## config.mk

```make
export PLATFORM = sky130hd
export DESIGN_NAME = operand_forward_unit
export DESIGN_NICKNAME = d
export VERILOG_FILES = /design/src/rtl/operand_forward_unit_pkg.sv /design/src/rtl/operand_forward_unit_fwd_match.sv /design/src/rtl/operand_forward_unit.sv
export SDC_FILE = /design/constraint.sdc
export NUM_CORES = 1
export LEC_CHECK = 0
export ABC_CLOCK_PERIOD_IN_PS = 2260
export CAP_MARGIN = 25
export CORE_ASPECT_RATIO = 0.5
export CORE_MARGIN = 5
export CORE_UTILIZATION = 30
export CTS_CLUSTER_SIZE = 14
export DETAILED_ROUTE_END_ITERATION = 10
export SETUP_SLACK_MARGIN = 0.4
export SLEW_MARGIN = 20
export SYNTH_ARGS = -nofsm -noshare
export SYNTH_HDL_FRONTEND = slang
export SYNTH_SLANG_ARGS = --single-unit
```

## constraint.sdc

```tcl
create_clock -name clk -period 2.26 [get_ports clk]
set_input_delay 0.452 -clock clk [delete_from_list [all_inputs] [get_ports clk]]
set_output_delay 0.452 -clock clk [all_outputs]
set_load 0.03 [all_outputs]
```

## src/rtl/operand_forward_unit_pkg.sv

```systemverilog
// Shared types for the EX operand forwarding unit.
// ZERO_REG_EN: register 0 is hardwired zero and never forwards.
package operand_forward_unit_pkg;

  localparam int RF_AW = 3;

  localparam logic [1:0] FWD_RF    = 2'b00;
  localparam logic [1:0] FWD_EXMEM = 2'b01;
  localparam logic [1:0] FWD_MEMWB = 2'b10;
  localparam logic [1:0] FWD_WB    = 2'b11;

  typedef enum logic [2:0] {
    FILL1 = 3'd0,
    FILL2 = 3'd1,
    FILL3 = 3'd2,
    RUN   = 3'd3
  } fill_state_e;

  typedef struct packed {
    logic             valid;
    logic             we;
    logic [RF_AW-1:0] rd;
    logic             is_load;
  } sb_entry_t;

  localparam sb_entry_t SB_BUBBLE = '0;

  function automatic logic sb_hit(
    input sb_entry_t        e,
    input logic [RF_AW-1:0] rs
  );
`ifdef ZERO_REG_EN
    return e.valid & e.we & (e.rd == rs) & (rs != '0);
`else
    return e.valid & e.we & (e.rd == rs);
`endif
  endfunction

endpackage

```

## src/rtl/operand_forward_unit_fwd_match.sv

```systemverilog
// Per-operand forward select: youngest in-flight writer wins.
// ZERO_REG_EN: register 0 never matches.
module fwd_match
  import operand_forward_unit_pkg::*;
(
  input  logic             use_i,
  input  logic [RF_AW-1:0] rs_i,
  input  sb_entry_t        ex_i,
  input  sb_entry_t        mem_i,
  input  sb_entry_t        wb_i,
  output logic [1:0]       sel_o
);

  always_comb begin
    sel_o = FWD_RF;
    if (use_i) begin
      if (sb_hit(ex_i, rs_i))
        sel_o = FWD_EXMEM;
      else if (sb_hit(mem_i, rs_i))
        sel_o = FWD_MEMWB;
      else if (sb_hit(wb_i, rs_i))
        sel_o = FWD_WB;
    end
  end

endmodule

```

## src/rtl/operand_forward_unit.sv

```systemverilog
// Forwarding/hazard unit: EX/MEM/WB scoreboard, registered selects.
// ZERO_REG_EN: register 0 never forwards nor stalls.
module operand_forward_unit
  import operand_forward_unit_pkg::*;
#(
  parameter int REG_AW = RF_AW
) (
  input  logic              clk,
  input  logic              reset,
  input  logic              advance,
  input  logic              flush,
  input  logic              id_valid,
  input  logic [REG_AW-1:0] id_rs1,
  input  logic [REG_AW-1:0] id_rs2,
  input  logic              id_use1,
  input  logic              id_use2,
  input  logic              id_we,
  input  logic [REG_AW-1:0] id_rd,
  input  logic              id_is_load,
  output logic [1:0]        fwd_a_sel,
  output logic [1:0]        fwd_b_sel,
  output logic              stall,
  output logic              pipe_full
);

  sb_entry_t   ex_q, mem_q, wb_q;
  sb_entry_t   ex_d, mem_d, wb_d;
  sb_entry_t   id_ent;
  logic [1:0]  sel_a_q, sel_a_d;
  logic [1:0]  sel_b_q, sel_b_d;
  logic [1:0]  m_a, m_b;
  fill_state_e st_q, st_d;
  logic        ld_ex, hit1, hit2, take;

  fwd_match u_match_a (
    .use_i (id_use1),
    .rs_i  (id_rs1),
    .ex_i  (ex_q),
    .mem_i (mem_q),
    .wb_i  (wb_q),
    .sel_o (m_a)
  );

  fwd_match u_match_b (
    .use_i (id_use2),
    .rs_i  (id_rs2),
    .ex_i  (ex_q),
    .mem_i (mem_q),
    .wb_i  (wb_q),
    .sel_o (m_b)
  );

  always_comb begin
    ld_ex = ex_q.valid & ex_q.we & ex_q.is_load;
`ifdef ZERO_REG_EN
    ld_ex = ld_ex & (ex_q.rd != '0);
`endif
    hit1  = id_use1 & (ex_q.rd == id_rs1);
    hit2  = id_use2 & (ex_q.rd == id_rs2);
    stall = id_valid & ld_ex & (hit1 | hit2);
    take  = id_valid & ~stall;
  end

  always_comb begin
    id_ent.valid   = take;
    id_ent.we      = id_we;
    id_ent.rd      = id_rd;
    id_ent.is_load = id_is_load;
  end

  always_comb begin
    ex_d    = ex_q;
    mem_d   = mem_q;
    wb_d    = wb_q;
    sel_a_d = sel_a_q;
    sel_b_d = sel_b_q;
    st_d    = st_q;
    if (flush) begin
      ex_d    = SB_BUBBLE;
      mem_d   = SB_BUBBLE;
      wb_d    = SB_BUBBLE;
      sel_a_d = FWD_RF;
      sel_b_d = FWD_RF;
      st_d    = FILL1;
    end else if (advance) begin
      wb_d    = mem_q;
      mem_d   = ex_q;
      ex_d    = take ? id_ent : SB_BUBBLE;
      sel_a_d = take ? m_a : FWD_RF;
      sel_b_d = take ? m_b : FWD_RF;
      if (take) begin
        unique case (st_q)
          FILL1:   st_d = FILL2;
          FILL2:   st_d = FILL3;
          FILL3:   st_d = RUN;
          default: st_d = RUN;
        endcase
      end
    end
  end

  always_ff @(posedge clk or negedge reset) begin
    if (!reset) begin
      ex_q    <= SB_BUBBLE;
      mem_q   <= SB_BUBBLE;
      wb_q    <= SB_BUBBLE;
      sel_a_q <= FWD_RF;
      sel_b_q <= FWD_RF;
      st_q    <= FILL1;
    end else begin
      ex_q    <= ex_d;
      mem_q   <= mem_d;
      wb_q    <= wb_d;
      sel_a_q <= sel_a_d;
      sel_b_q <= sel_b_d;
      st_q    <= st_d;
    end
  end

  assign fwd_a_sel = sel_a_q;
  assign fwd_b_sel = sel_b_q;
  assign pipe_full = (st_q == RUN);

endmodule

```

**Word level (Yosys, flattened, before mapping)**

Index checks and enable logic that the tools add are counted.

- Logic and storage cells: 68
- Output and inout port bits: 6
- Memories: 0
- Bits of input ports: 18
- Memory bits (writable): 0
- Register bits after elaboration: 24
- Latch bits: 0
- Bits in read-only memories: 0

- Bitwise operators: 17
- Divide/modulo/power cells: 0
- Multiplexer cells: 25
- Shifts and indexed selects: 0
- $mul: 0
- $add $sub $neg: 0
- Equality and inequality tests: 8
- Reduce and logical (&&, ||, !) cells: 4
- Magnitude comparators: 0

Operators with widths:

| operator | count |
|---|---|
| $mux 6 | 7 |
| $mux 2 | 14 |
| $eq 3x3->1 | 6 |
| $and 1x1->1 | 15 |
| $mux 3 | 3 |
| $pmux 2 s2 | 1 |
| $reduce_bool 2->1 | 2 |
| $eq 3x1->1 const B | 1 |
| $eq 3x2->1 const B | 1 |
| $logic_not 3->1 | 1 |
| $reduce_and 2->1 | 1 |
| $not 1->1 | 1 |
| $or 1x1->1 | 1 |

**Depth between registers and ports, before layout**

Gate-level depths: netlist of run 1.

- Depth after elaboration: 9
- Gate-level depth with buffers: 5
- Gate-level depth less buffers: 5

**Cells and area by module**

From an unflattened synthesis of run 1, not the netlist that was laid out.

- Cells, all modules: 122
- Area total of the unflattened synthesis: 1286.2 sq um

Modules (own cells, without submodules):

| module | cells each | times used | seq. area each (sq um) | area each (sq um) |
|---|---|---|---|---|
| operand_forward_unit | 82 | 1 | 600.6 | 1008.5 |
| fwd_match | 20 | 2 | 0.0 | 138.9 |

**Worst setup path before layout of run 1**

Ideal clock, no wire load.

- Path type: input to output
- Start point: in id_rs2[2]
- End point: out stall
- Arrival: 1.267 ns
- Stages on the path: 4
- Slack: 0.541 ns
- Path buffers: 0
- Path through: xnor2_1 nand4_1 a211o_1 inv_1

- Word-level cells in the longest chain between the ends: 4

RTL lines:

| item | RTL line | text |
|---|---|---|
| start, declared | operand_forward_unit.sv:14 | `input logic [REG_AW-1:0] id_rs2,` |
| $eq 3x3->1 | operand_forward_unit.sv:59 | `hit2 = id_use2 & (ex_q.rd == id_rs2);` |
| $and 1x1->1 | operand_forward_unit.sv:59 |  |
| $or 1x1->1 | operand_forward_unit.sv:60 | `stall = id_valid & ld_ex & (hit1 \| hit2);` |
| $and 1x1->1 | operand_forward_unit.sv:60 |  |
| end, declared | operand_forward_unit.sv:22 | `output logic stall,` |

Every way passes these cells.

**Worst setup path in the final report of run 1**

- Start point: reg ex_q[2] (netlist bit)
- End point: out stall

- Word-level cells in the longest chain between the ends: 4
- Elaborated cells between the ends (all ways): 6
- Classes of those cells: 2 x eq/ne; 4 x bitwise

RTL lines:

| item | RTL line | text |
|---|---|---|
| start, declared | operand_forward_unit.sv:26 | `sb_entry_t ex_q, mem_q, wb_q;` |
| start signal, assigned | operand_forward_unit.sv:104 | `ex_q <= SB_BUBBLE;` |
| start signal, assigned | operand_forward_unit.sv:111 | `ex_q <= ex_d;` |
| $eq 3x3->1, on equally long branches | operand_forward_unit.sv:58, operand_forward_unit.sv:59 |  |
| $and 1x1->1, on equally long branches | operand_forward_unit.sv:58, operand_forward_unit.sv:59 |  |
| $or 1x1->1 * | operand_forward_unit.sv:60 |  |
| $and 1x1->1 * | operand_forward_unit.sv:60 |  |

Every way passes the cells marked *; elsewhere a longest branch is shown, timed or not.

==> run summary, run 1 <==
outcome: finished, final reports clean
drt drc: 0
critical path launch point type: register
Synth Register Bits: 22
complex-gate fraction of the synthesized area: 0.114
Final WS setup: 0.230 ns
Hold Path Class: reg -> reg
clock tree buffer depth: 2
IO buf count: 23
Synth Area per Inst: 10.1 um^2
die area: 5490 um^2
crit share post-route: 0.898
fin nets: 180
post-synthesis mux area share: 0.0825
Antenna Diode Count: 0
Netlist Area Pre-Place: 1210 um^2
Slew HR: 0.699
clock root cell: clkbuf_8
Vias: 1,018
Antenna Nets Post-Route: 0
Rows: 16
warnings from Yosys: 0
Area contributors post-synth: dfrtp_1 (45%), xor2_1 (8.7%), mux2i_1 (8.2%)
H-tree levels: 1
CTS tree: built
Initial Util: 0.311
global-route wire length before repair: 4.62 mm
share of cells above drive strength 1: 0.236
Yosys cell types: 26
Final Wtd Congestion: 0.783
IO Pins: 24
Synth Area in Simple Gates: 0.181
area leader, netlist: dfrtp_1
Syn Inst Count: 120
core area: 3900 um^2
global route overflow: 0
largest net degree at the start of global routing: 24
final setup fails: 0
1st-iter DRT viols: 40
Required @ worst endpoint: 1.81 ns
HPWL Detailed: 2.10 mm
Lkg Pwr: 0.808 nW
CP endpoint kind: primary output
die width: 100 um
clk_skew: 0.00173 ns
wire per inst: 13.9 um
Tmin final: 2.03 ns
Pre-antenna DRT Iters: 4
flop-to-flop setup slack: 0.26 ns
initial antenna violation count: 0
Setup TNS: 0 ns
worst-path cell with the longest stage delay: dfrtp_2
via/cell ratio: 4.73
Pwr per Cell Area: 475 nW/um^2
sequential area share after synthesis: 0.454
total power: 839 uW
CP peak stage delay: 0.46 ns
CP cell instances: xnor2_2 -> nand4_1 -> a211o_1 -> inv_2 -> buf_6
clock sink count: 22
vias in the first global route: 955
peak supply drop: 202 uV
Highest Clock Rate: 0.493 GHz
post-synthesis xor/xnor area fraction: 0.130
Final Core Density: 0.453
gr usage total: 0.110
Hold Violations, Final: 0
CTS Buf Count: 3
Layout area overhead: 45.6%
Slew Limit Fails: 0
CTS Hold Bufs: 0
WP data arrival: 1.58 ns
Post-Synth Adder-Cell Area: 0
top-area cell type share of the netlist area: 0.454
Clock transition at path regs: 0.08 ns
worst slew pin tran: 0.447 ns
Routed WL: 2.99 mm
RSZ-0062 raised after global routing: yes
largest family of logic cells by synthesized area: simple AND/OR/NAND/NOR gates
Max-Cap Viols: 0
clk_lat worst skew: 0.26 ns
Die Ht: 55.0 um
Place WS: 0.0257 ns
critical path class: reg -> out
Synth Net Count: 138
CP max FO: 4
-- repair_timing --
action	in CTS	in global routing
cloned	0	0
gates resized for setup	12	15
pin swaps	5	6
setup buffers	5	4
endpoints found under the setup margin	12	12
-- per-layer routing --
layer	vias up	track usage	part of all wire
li1	509	-	-
met1	490	0.138	0.46
met2	15	0.188	0.50
met3	4	0.0325	0.032
met4	0	0.0340	0.014
met5	-	0	0
-- cells by family (layout without fill, tap and decap cells) --
logic type,after synthesis,after routing
buffers and inverters,12,53
and+or+nand+nor,41,41
xor gates and xnor gates,18,18
DFF,22,22
muxes,10,10
AOI/OAI and AO/OA,17,17
-- placed cells by master (no fill, tap or decap), drive strengths merged --
| cell | count |
|---|---|
| inv | 7 |
| nand3 | 3 |
| nand2b | 3 |
| dlygate4sd2 | 7 |
| nor4 | 4 |
| mux2i | 10 |
| nand3b | 5 |
| and3b | 2 |
| a211o | 1 |
| nor3b | 1 |
| dlymetal6s2s | 1 |
| clkdlybuf4s15 | 1 |
| nand2 | 7 |
| buf | 20 |
| a221oi | 1 |
| o32ai | 5 |
| nand4 | 2 |
| a41oi | 1 |
| a21oi | 1 |
| o21ai | 4 |
| nor2 | 12 |
| and2 | 2 |
| clkbuf | 4 |
| dfrtp | 22 |
| clkdlybuf4s50 | 13 |
| xnor2 | 6 |
| a32o | 2 |
| xor2 | 12 |
| o221ai | 2 |
-- path summary, 6_finish.rpt --
| check | start | endpoint | cells after the start |
|---|---|---|---|
| min | fwd_a_sel[1]$_DFFE_PN0P_ | fwd_a_sel[1]$_DFFE_PN0P_ | 2 |
| min in group asynchronous | reset | wb_q[1]$_DFFE_PN0P_ | 2 |
| max reg2reg | ex_q[2]$_DFFE_PN0P_ | fwd_a_sel[0]$_DFFE_PN0P_ | 8 |
| max | ex_q[2]$_DFFE_PN0P_ | stall | 5 |
| max in group asynchronous | reset | ex_q[1]$_DFFE_PN0P_ | 2 |
| min reg2reg | fwd_a_sel[1]$_DFFE_PN0P_ | fwd_a_sel[1]$_DFFE_PN0P_ | 2 |
-- power breakdown --
group          internal (mW)  switching [mW]  leakage, nW
Sequential             0.403          0.0113        0.300
Combinational         0.0768          0.0674        0.479
Clock                  0.155           0.126       0.0288
-- registers in the layout (all words and copies together) (netlist names) --
name / cells
ex_q: 6
mem_q: 5
wb_q: 5
fwd_a_sel: 2
fwd_b_sel: 2
st_q: 2
-- Yosys cell counts --
cell type	count
a41oi_1	1
nand2b_1	3
mux2i_1	10
nand3b_1	5
nor3b_1	1
and3b_1	2
a32o_1	2
nor2_1	12
a21oi_1	1
o21ai_0	4
o32ai_1	5
buf_2	1
nand3_1	3
o221ai_1	2
clkbuf_1	4
a221oi_2	1
inv_1	7
nor4_1	4
xnor2_1	6
dfrtp_1	22
xor2_1	12
a211o_1	1
nand2_1	7
nand4_1	2
and2_4	1
and2_1	1
-- worst max-delay path, delay by kind of cell (launching register included) --
family	cells	cell delay [ns]
and+or+nand+nor	1	0.12
buffers and inverters	2	0.18
xor gates and xnor gates	1	0.20
DFF	1	0.46
AOI/OAI and AO/OA	1	0.35
-- metrics by stage --
stage | hold slack (ns) | std cells | area, um^2
6_report | 0.485 | 215 | 1770
5_1_grt | 0.515 | 215 | 1770
4_1_cts | 0.497 | 211 | 1670
3_5_place_dp | 0.475 | 202 | 1560
3_3_place_gp | 0.467 | 202 | 1560
2_1_floorplan | 0.156 | 120 | 1210
-- final cells by class --
class	count	area (um^2)
multi-input combinational	86	693
tap	54	67.6
clock buffer	4	55.1
timing repair buffer	42	372
sequential	22	553
fill	377	2140
inverter	7	26.3
No activity file was read; power rests on OpenSTA's default activity.
==> run 2: changes to the inputs <==
--- a/config.mk
+++ b/config.mk
@@ -7,11 +7,11 @@
 export LEC_CHECK = 0
 export ABC_CLOCK_PERIOD_IN_PS = 2260
 export CAP_MARGIN = 25
-export CORE_ASPECT_RATIO = 0.5
 export CORE_MARGIN = 5
-export CORE_UTILIZATION = 30
+export CORE_UTILIZATION = 54
 export CTS_CLUSTER_SIZE = 14
 export DETAILED_ROUTE_END_ITERATION = 10
+export PLACE_DENSITY = 0.83
 export SETUP_SLACK_MARGIN = 0.4
 export SLEW_MARGIN = 20
 export SYNTH_ARGS = -nofsm -noshare
==> run 2 against run 1 <==
  * First-iteration DRC count down 38%
  * Fmax fell by 5.8%
  * Combinational power shrank 3%
  * Die area down 40%
  * Via count increased by 3.9%
  * Largest cell class unchanged
  * Largest power group unchanged
==> run summary, run 2 (synthesis gave the netlist of run 1 again) <==
crit share post-route: 0.953 (was 0.898)
Final WS setup: 0.105 ns (was 0.230 ns)
vias in the first global route: 1,159 (was 955)
hold slack: 0.458 ns (was 0.485 ns)
Place WS: -0.00726 ns (was 0.0257 ns)
Slew Limit Fails: 0 (unchanged)
metal2 WL: 1.56 mm (was 1.48 mm)
wire per inst: 16.7 um (was 13.9 um)
Layout area overhead: 37.2% (was 45.6%)
core area: 2170 um^2 (was 3900 um^2)
Required @ worst endpoint: 1.81 ns (about the same)
biggest regs: ex_q x6, mem_q x5, wb_q x5 (unchanged)
Pwr per Cell Area: 516 nW/um^2 (was 475 nW/um^2)
flop-to-flop setup slack: 0.45 ns (was 0.26 ns)
max FFs per register: 6 (unchanged)
Antenna Diode Count: 0 (unchanged)
die width: 57.4 um (was 100 um)
clk_skew: 0.0186 ns (was 0.00173 ns)
global route overflow: 0 (unchanged)
Antenna Nets Post-Route: 0 (unchanged)
final setup fails: 0 (unchanged)
global-route wire length before repair: 5.31 mm (was 4.62 mm)
HPWL Detailed: 2.14 mm (was 2.10 mm)
CP endpoint kind: primary output (unchanged)
CP max FO: 3 (was 4)
commonest non-fill, non-tap cell in the layout: dfrtp_1 (unchanged)
Die Ht: 57.4 um (was 55.0 um)
IO buf count: 23 (unchanged)
worst slew pin tran: 0.543 ns (was 0.447 ns)
clock root cell: clkbuf_4 (was clkbuf_8)
met1 WL: 1.29 mm (was 1.36 mm)
Pre-antenna DRT Iters: 4 (unchanged)
Vias: 1,058 (was 1,018)
1st-iter DRT viols: 25 (was 40)
# fillers: 142 (was 377)
Routed WL: 3.07 mm (was 2.99 mm)
Multi-input gate area: 662 um^2 (was 693 um^2)
die area: 3300 um^2 (was 5490 um^2)
largest net degree at the start of global routing: 24 (unchanged)
Reg with most FFs: ex_q (unchanged)
Reg area: 554 um^2 (was 553 um^2)
initial antenna violation count: 0 (unchanged)
Max-Cap Viols: 0 (unchanged)
commonest cells after routing, fill and taps aside: dfrtp_1 (19), buf_4 (14), xor2_1 (12), nor2_1 (12), clkdlybuf4s50_1 (12) (was dfrtp_1 (20), buf_4 (18), clkdlybuf4s50_1 (13), xor2_1 (12), nor2_1 (12))
Hold Path Class: in -> async (was reg -> reg)
Tmin final: 2.15 ns (was 2.03 ns)
Lkg Pwr: 0.822 nW (was 0.808 nW)
clock sink count: 22 (unchanged)
clock tree buffer depth: 2 (unchanged)
Final Core Density: 0.768 (was 0.453)
fin nets: 175 (was 180)
critical path class: reg -> out (unchanged)
CTS tree: built (unchanged)
CTS Buf Count: 3 (unchanged)
share of cells above drive strength 1: 0.192 (was 0.236)
WP data arrival: 1.70 ns (was 1.58 ns)
critical path launch point type: register (unchanged)
CTS Hold Bufs: 0 (unchanged)
top layer reached by signal wires: met4 (unchanged)
Routed met3 length: 143 um (was 97 um)
Setup TNS: 0 ns (unchanged)
peak supply drop: 514 uV (was 202 uV)
Hold Violations, Final: 0 (unchanged)
RSZ-0062 raised after global routing: yes (unchanged)
gr usage total: 0.209 (was 0.110)
via/cell ratio: 5.75 (was 4.73)
Rows: 17 (was 16)
IO Pins: 24 (unchanged)
Slew HR: 0.635 (was 0.699)
drt drc: 0 (unchanged)
Initial Util: 0.559 (was 0.311)
outcome: finished, final reports clean (unchanged)
Clock transition at path regs: 0.14 ns (was 0.08 ns)
Highest Clock Rate: 0.464 GHz (was 0.493 GHz)
clk_lat worst skew: 0.32 ns (was 0.26 ns)
H-tree levels: 1 (unchanged)
Final Wtd Congestion: 0.827 (was 0.783)
-- run 2: changes by cell type in the layout (fill, tap and decap cells not counted), sizes merged --
| cell | change |
|---|---|
| buf | -5 |
| clkdlybuf4s15 | -1 |
| clkdlybuf4s50 | -1 |
| dlymetal6s2s | +2 |
| clkbuf | -1 |
| bufinv | +1 |
-- run 2: routing by layer --
layer | vias to the layer above | global-route usage
met3 | 9 | 0.0543
li1 | 503 | -
met4 | 0 | 0.106
met5 | - | 0
met1 | 510 | 0.257
met2 | 36 | 0.337
-- run 2: worst paths after layout --
path,start,end,cells after the start
max,ex_q[1]$_DFFE_PN0P_,stall,5
min,reset,fwd_b_sel[1]$_DFFE_PN0P_,2
max reg2reg,ex_q[1]$_DFFE_PN0P_,ex_q[2]$_DFFE_PN0P_,6
min reg2reg,fwd_a_sel[1]$_DFFE_PN0P_,fwd_a_sel[1]$_DFFE_PN0P_,2
max in group asynchronous,reset,ex_q[2]$_DFFE_PN0P_,2
min in group clk,fwd_a_sel[1]$_DFFE_PN0P_,fwd_a_sel[1]$_DFFE_PN0P_,2
-- run 2: critical path: stages (launching register included) --
cell and delay, ns:
dfrtp_2 0.48, xnor2_2 0.19, nand4_1 0.15, a211o_1 0.34, inv_1 0.08, buf_6 0.13
-- run 2: what timing repair did --
item,in CTS,in global routing
pin swaps,7,2
hold endpoints to repair,0,0
setup buffers,4,0
resized for setup,15,5
setup endpoints to repair,12,13
-- run 2: report_power, final --
group	internal, mW	switching [mW]	total [mW]
clock	0.180	0.126	0.305
sequential	0.403	0.0108	0.414
combinational	0.0725	0.0675	0.140
-- run 2: area by class of cell --
cell class                      count  area share
Clock buffer                        3      0.0135
Clock inverter                      1      0.0180
Inverter                            7      0.0158
Multi-Input combinational cell     86       0.397
Sequential cell                    22       0.333
Tap cell                           28      0.0210
Timing Repair Buffer               37       0.201
-- run 2: per-stage QoR --
step	power, mW	std cells	instance area [um^2]
floorplan	0.476	120	1210
global placement	0.540	176	1530
detailed placement	0.545	176	1530
CTS	0.855	184	1650
global route	0.892	184	1670
finish	0.859	184	1670
==> run 3: changes to the inputs <==
--- a/config.mk
+++ b/config.mk
@@ -5,7 +5,7 @@
 export SDC_FILE = /design/constraint.sdc
 export NUM_CORES = 1
 export LEC_CHECK = 0
-export ABC_CLOCK_PERIOD_IN_PS = 2260
+export ABC_CLOCK_PERIOD_IN_PS = 2500
 export CAP_MARGIN = 25
 export CORE_MARGIN = 5
 export CORE_UTILIZATION = 54
==> constraint.sdc (replaced) <==
create_clock -name clk -period 2.5 [get_ports clk]
set_input_delay 0.5 -clock clk [delete_from_list [all_inputs] [get_ports clk]]
set_output_delay 0.5 -clock clk [all_outputs]
set_load 0.03 [all_outputs]
==> run 3 against run 2 <==
  * Utilization down 2.2 points
  * Worst hold slack better by 0.046 ns
  * Critical path depth grew 1
  * Routed wire length decreased by 1.9%
  * First-iteration DRC count is 28% higher
  * Clock power fell by 35%
  * Sequential share of layout area grew 1.0 points
  * Non-clock buffer count fell by 3
  * Global-route usage is 3.3 points lower
==> run summary, run 3 (synthesis gave the netlist of run 1 again) <==
Hold Violations, Final: 0 (unchanged)
max FFs per register: 6 (unchanged)
Vias: 1,036 (was 1,058)
IO buf count: 23 (unchanged)
share of cells above drive strength 1: 0.190 (was 0.192)
final setup fails: 0 (unchanged)
WP data arrival: 1.67 ns (was 1.70 ns)
clock root cell: clkbuf_4 (unchanged)
RR Endpoint: ex_q[2]$_DFFE_PN0P_ (unchanged)
Pwr per Cell Area: 430 nW/um^2 (was 516 nW/um^2)
critical path class: in -> out (was reg -> out)
die area: 3300 um^2 (unchanged)
core area: 2170 um^2 (unchanged)
CTS tree: built (unchanged)
Antenna Diode Count: 0 (unchanged)
clock sink count: 22 (unchanged)
biggest regs: ex_q x6, mem_q x5, wb_q x5 (unchanged)
Reg with most FFs: ex_q (unchanged)
clk_skew: 0.00595 ns (was 0.0186 ns)
Hold Path Stages: 2
wire per inst: 16.7 um (about the same)
commonest cells after routing, fill and taps aside: dfrtp_1 (19), clkdlybuf4s50_1 (15), xor2_1 (12), nor2_1 (12), buf_4 (11) (was dfrtp_1 (19), buf_4 (14), xor2_1 (12), nor2_1 (12), clkdlybuf4s50_1 (12))
crit share post-route: 0.868
RSZ-0062 raised after global routing: yes (unchanged)
CP cell instances: clkdlybuf4s15_1 -> xnor2_2 -> nand4_1 -> a211o_1 -> inv_1 -> buf_6 (was xnor2_2 -> nand4_1 -> a211o_1 -> inv_1 -> buf_6)
Place WS: 0.108 ns (was -0.00726 ns)
via/cell ratio: 5.72 (was 5.75)
hold slack: 0.504 ns (was 0.458 ns)
CP Launch Point: id_rs2[0] (was ex_q[1]$_DFFE_PN0P_)
critical path launch point type: input pin (was register)
gr usage total: 0.176 (was 0.209)
Hold Path Class: reg -> reg (was in -> async)
commonest non-fill, non-tap cell in the layout: dfrtp_1 (unchanged)
Final Core Density: 0.745 (was 0.768)
reg2reg start: ex_q[3]$_DFFE_PN0P_ (was ex_q[1]$_DFFE_PN0P_)
fin nets: 172 (was 175)
Slew Limit Fails: 0 (unchanged)
peak supply drop: 427 uV (was 514 uV)
Worst Setup EP: stall (unchanged)
Highest Clock Rate: 0.461 GHz
die width: 57.4 um (unchanged)
worst slew pin tran: 0.498 ns (was 0.543 ns)
Initial Util: 0.559 (unchanged)
CP peak stage delay: 0.31 ns (was 0.48 ns)
CTS Buf Count: 3 (unchanged)
CTS Hold Bufs: 0 (unchanged)
initial antenna violation count: 0 (unchanged)
Max-Cap Viols: 0 (unchanged)
Multi-input gate area: 662 um^2 (unchanged)
Layout area overhead: 33.2% (was 37.2%)
Final WS setup: 0.330 ns (was 0.105 ns)
vias in the first global route: 1,056 (was 1,159)
buffers plus inverters on the worst setup path: 3 (was 2)
Slew HR: 0.665 (was 0.635)
Rows: 17 (unchanged)
# fillers: 166 (was 142)
Lkg Pwr: 0.736 nW (was 0.822 nW)
Setup TNS: 0 ns (unchanged)
Antenna Nets Post-Route: 0 (unchanged)
worst-path cell with the longest stage delay: a211o_1 (was dfrtp_2)
flop-to-flop setup slack: 0.72 ns (was 0.45 ns)
HPWL Detailed: 1.98 mm (was 2.14 mm)
Final Wtd Congestion: 0.868 (was 0.827)
global route overflow: 0 (unchanged)
clk_lat worst skew: 0.31 ns (was 0.32 ns)
Routed WL: 3.02 mm (was 3.07 mm)
drt drc: 0 (unchanged)
clock tree buffer depth: 2 (unchanged)
Pre-antenna DRT Iters: 4 (unchanged)
Reg area: 554 um^2 (unchanged)
largest net degree at the start of global routing: 24 (unchanged)
Clock transition at path regs: 0.12 ns (was 0.14 ns)
IO Pins: 24 (unchanged)
global-route wire length before repair: 4.64 mm (was 5.31 mm)
H-tree levels: 1 (unchanged)
1st-iter DRT viols: 32 (was 25)
outcome: finished, final reports clean (unchanged)
FF-to-FF path depth: 6 (unchanged)
CP max FO: 3 (unchanged)
family with the most delay on the worst path: buffers and inverters (was flip-flops)
Tmin final: 2.17 ns
Required @ worst endpoint: 2.00 ns (was 1.81 ns)
CP endpoint kind: primary output (unchanged)
Crit path depth: 6 (was 5)
Die Ht: 57.4 um (unchanged)
[run 3: cell types whose count changed in the layout (fill, tap and decap cells not counted), sizes merged]
cell           delta
buf               -3
bufinv            -1
clkbuf            +3
clkdlybuf4s15     +4
clkdlybuf4s50     +3
dlygate4sd2       -6
dlymetal6s2s      -3
[run 3: worst register-to-register path, stage by stage, from the launching register on]
cell and delay (ns):
dfrtp_2 0.47, xnor2_2 0.21, nand4_1 0.17, a211o_1 0.31, buf_4 0.15, nand2_1 0.22, o32ai_1 0.14
[run 3: how the worst min path moves through the flow]
stage | start | endpoint | slack, ns
after global placement | fwd_a_sel[1]$_DFFE_PN0P_ | fwd_a_sel[1]$_DFFE_PN0P_ | 0.47
final | fwd_b_sel[1]$_DFFE_PN0P_ | fwd_b_sel[1]$_DFFE_PN0P_ | 0.50
after CTS | fwd_a_sel[1]$_DFFE_PN0P_ | fwd_a_sel[1]$_DFFE_PN0P_ | 0.51
after floorplan | reset | ex_q[0]$_DFFE_PN0P_ | 0.20
after detailed placement | fwd_a_sel[1]$_DFFE_PN0P_ | fwd_a_sel[1]$_DFFE_PN0P_ | 0.48
after global routing | reset | ex_q[5]$_DFFE_PN0P_ | 0.54
[run 3: power breakdown]
part	switching, mW	internal [mW]	total (mW)
Sequential	0.00959	0.364	0.374
Combinational	0.0601	0.0636	0.124
Clock	0.109	0.0890	0.198
Total	0.179	0.517	0.696
[run 3: routing by layer]
metal  GRT usage  up-vias  share of wire  routed length (um)
met5           0        -              0                   0
met4      0.0464        0          0.033                 101
met3      0.0430       10          0.050                 150
met2       0.298       33           0.50                1510
met1       0.223      495           0.42                1260
li1            -      498              -                   -
[run 3: cell type report]
type | instances | share of cell area
Sequential cell | 22 | 0.343
Clock buffer | 4 | 0.0224
Multi-Input combinational cell | 86 | 0.409
Tap cell | 28 | 0.0217
Inverter | 7 | 0.0163
Timing Repair Buffer | 34 | 0.187
[run 3: through the flow]
step           area (um^2)  instances  total power [mW]
4_1_cts               1590        181             0.689
6_report              1620        181             0.696
5_1_grt               1620        181             0.728
3_3_place_gp          1490        171             0.482
2_1_floorplan         1210        120             0.430
3_5_place_dp          1490        171             0.486
[run 3: what timing repair did]
action,in CTS,in global routing
endpoints found under the setup margin,1,1
resized for setup,15,10
pin swaps,9,3
endpoints found under the hold margin,0,0
buffers inserted,6,0
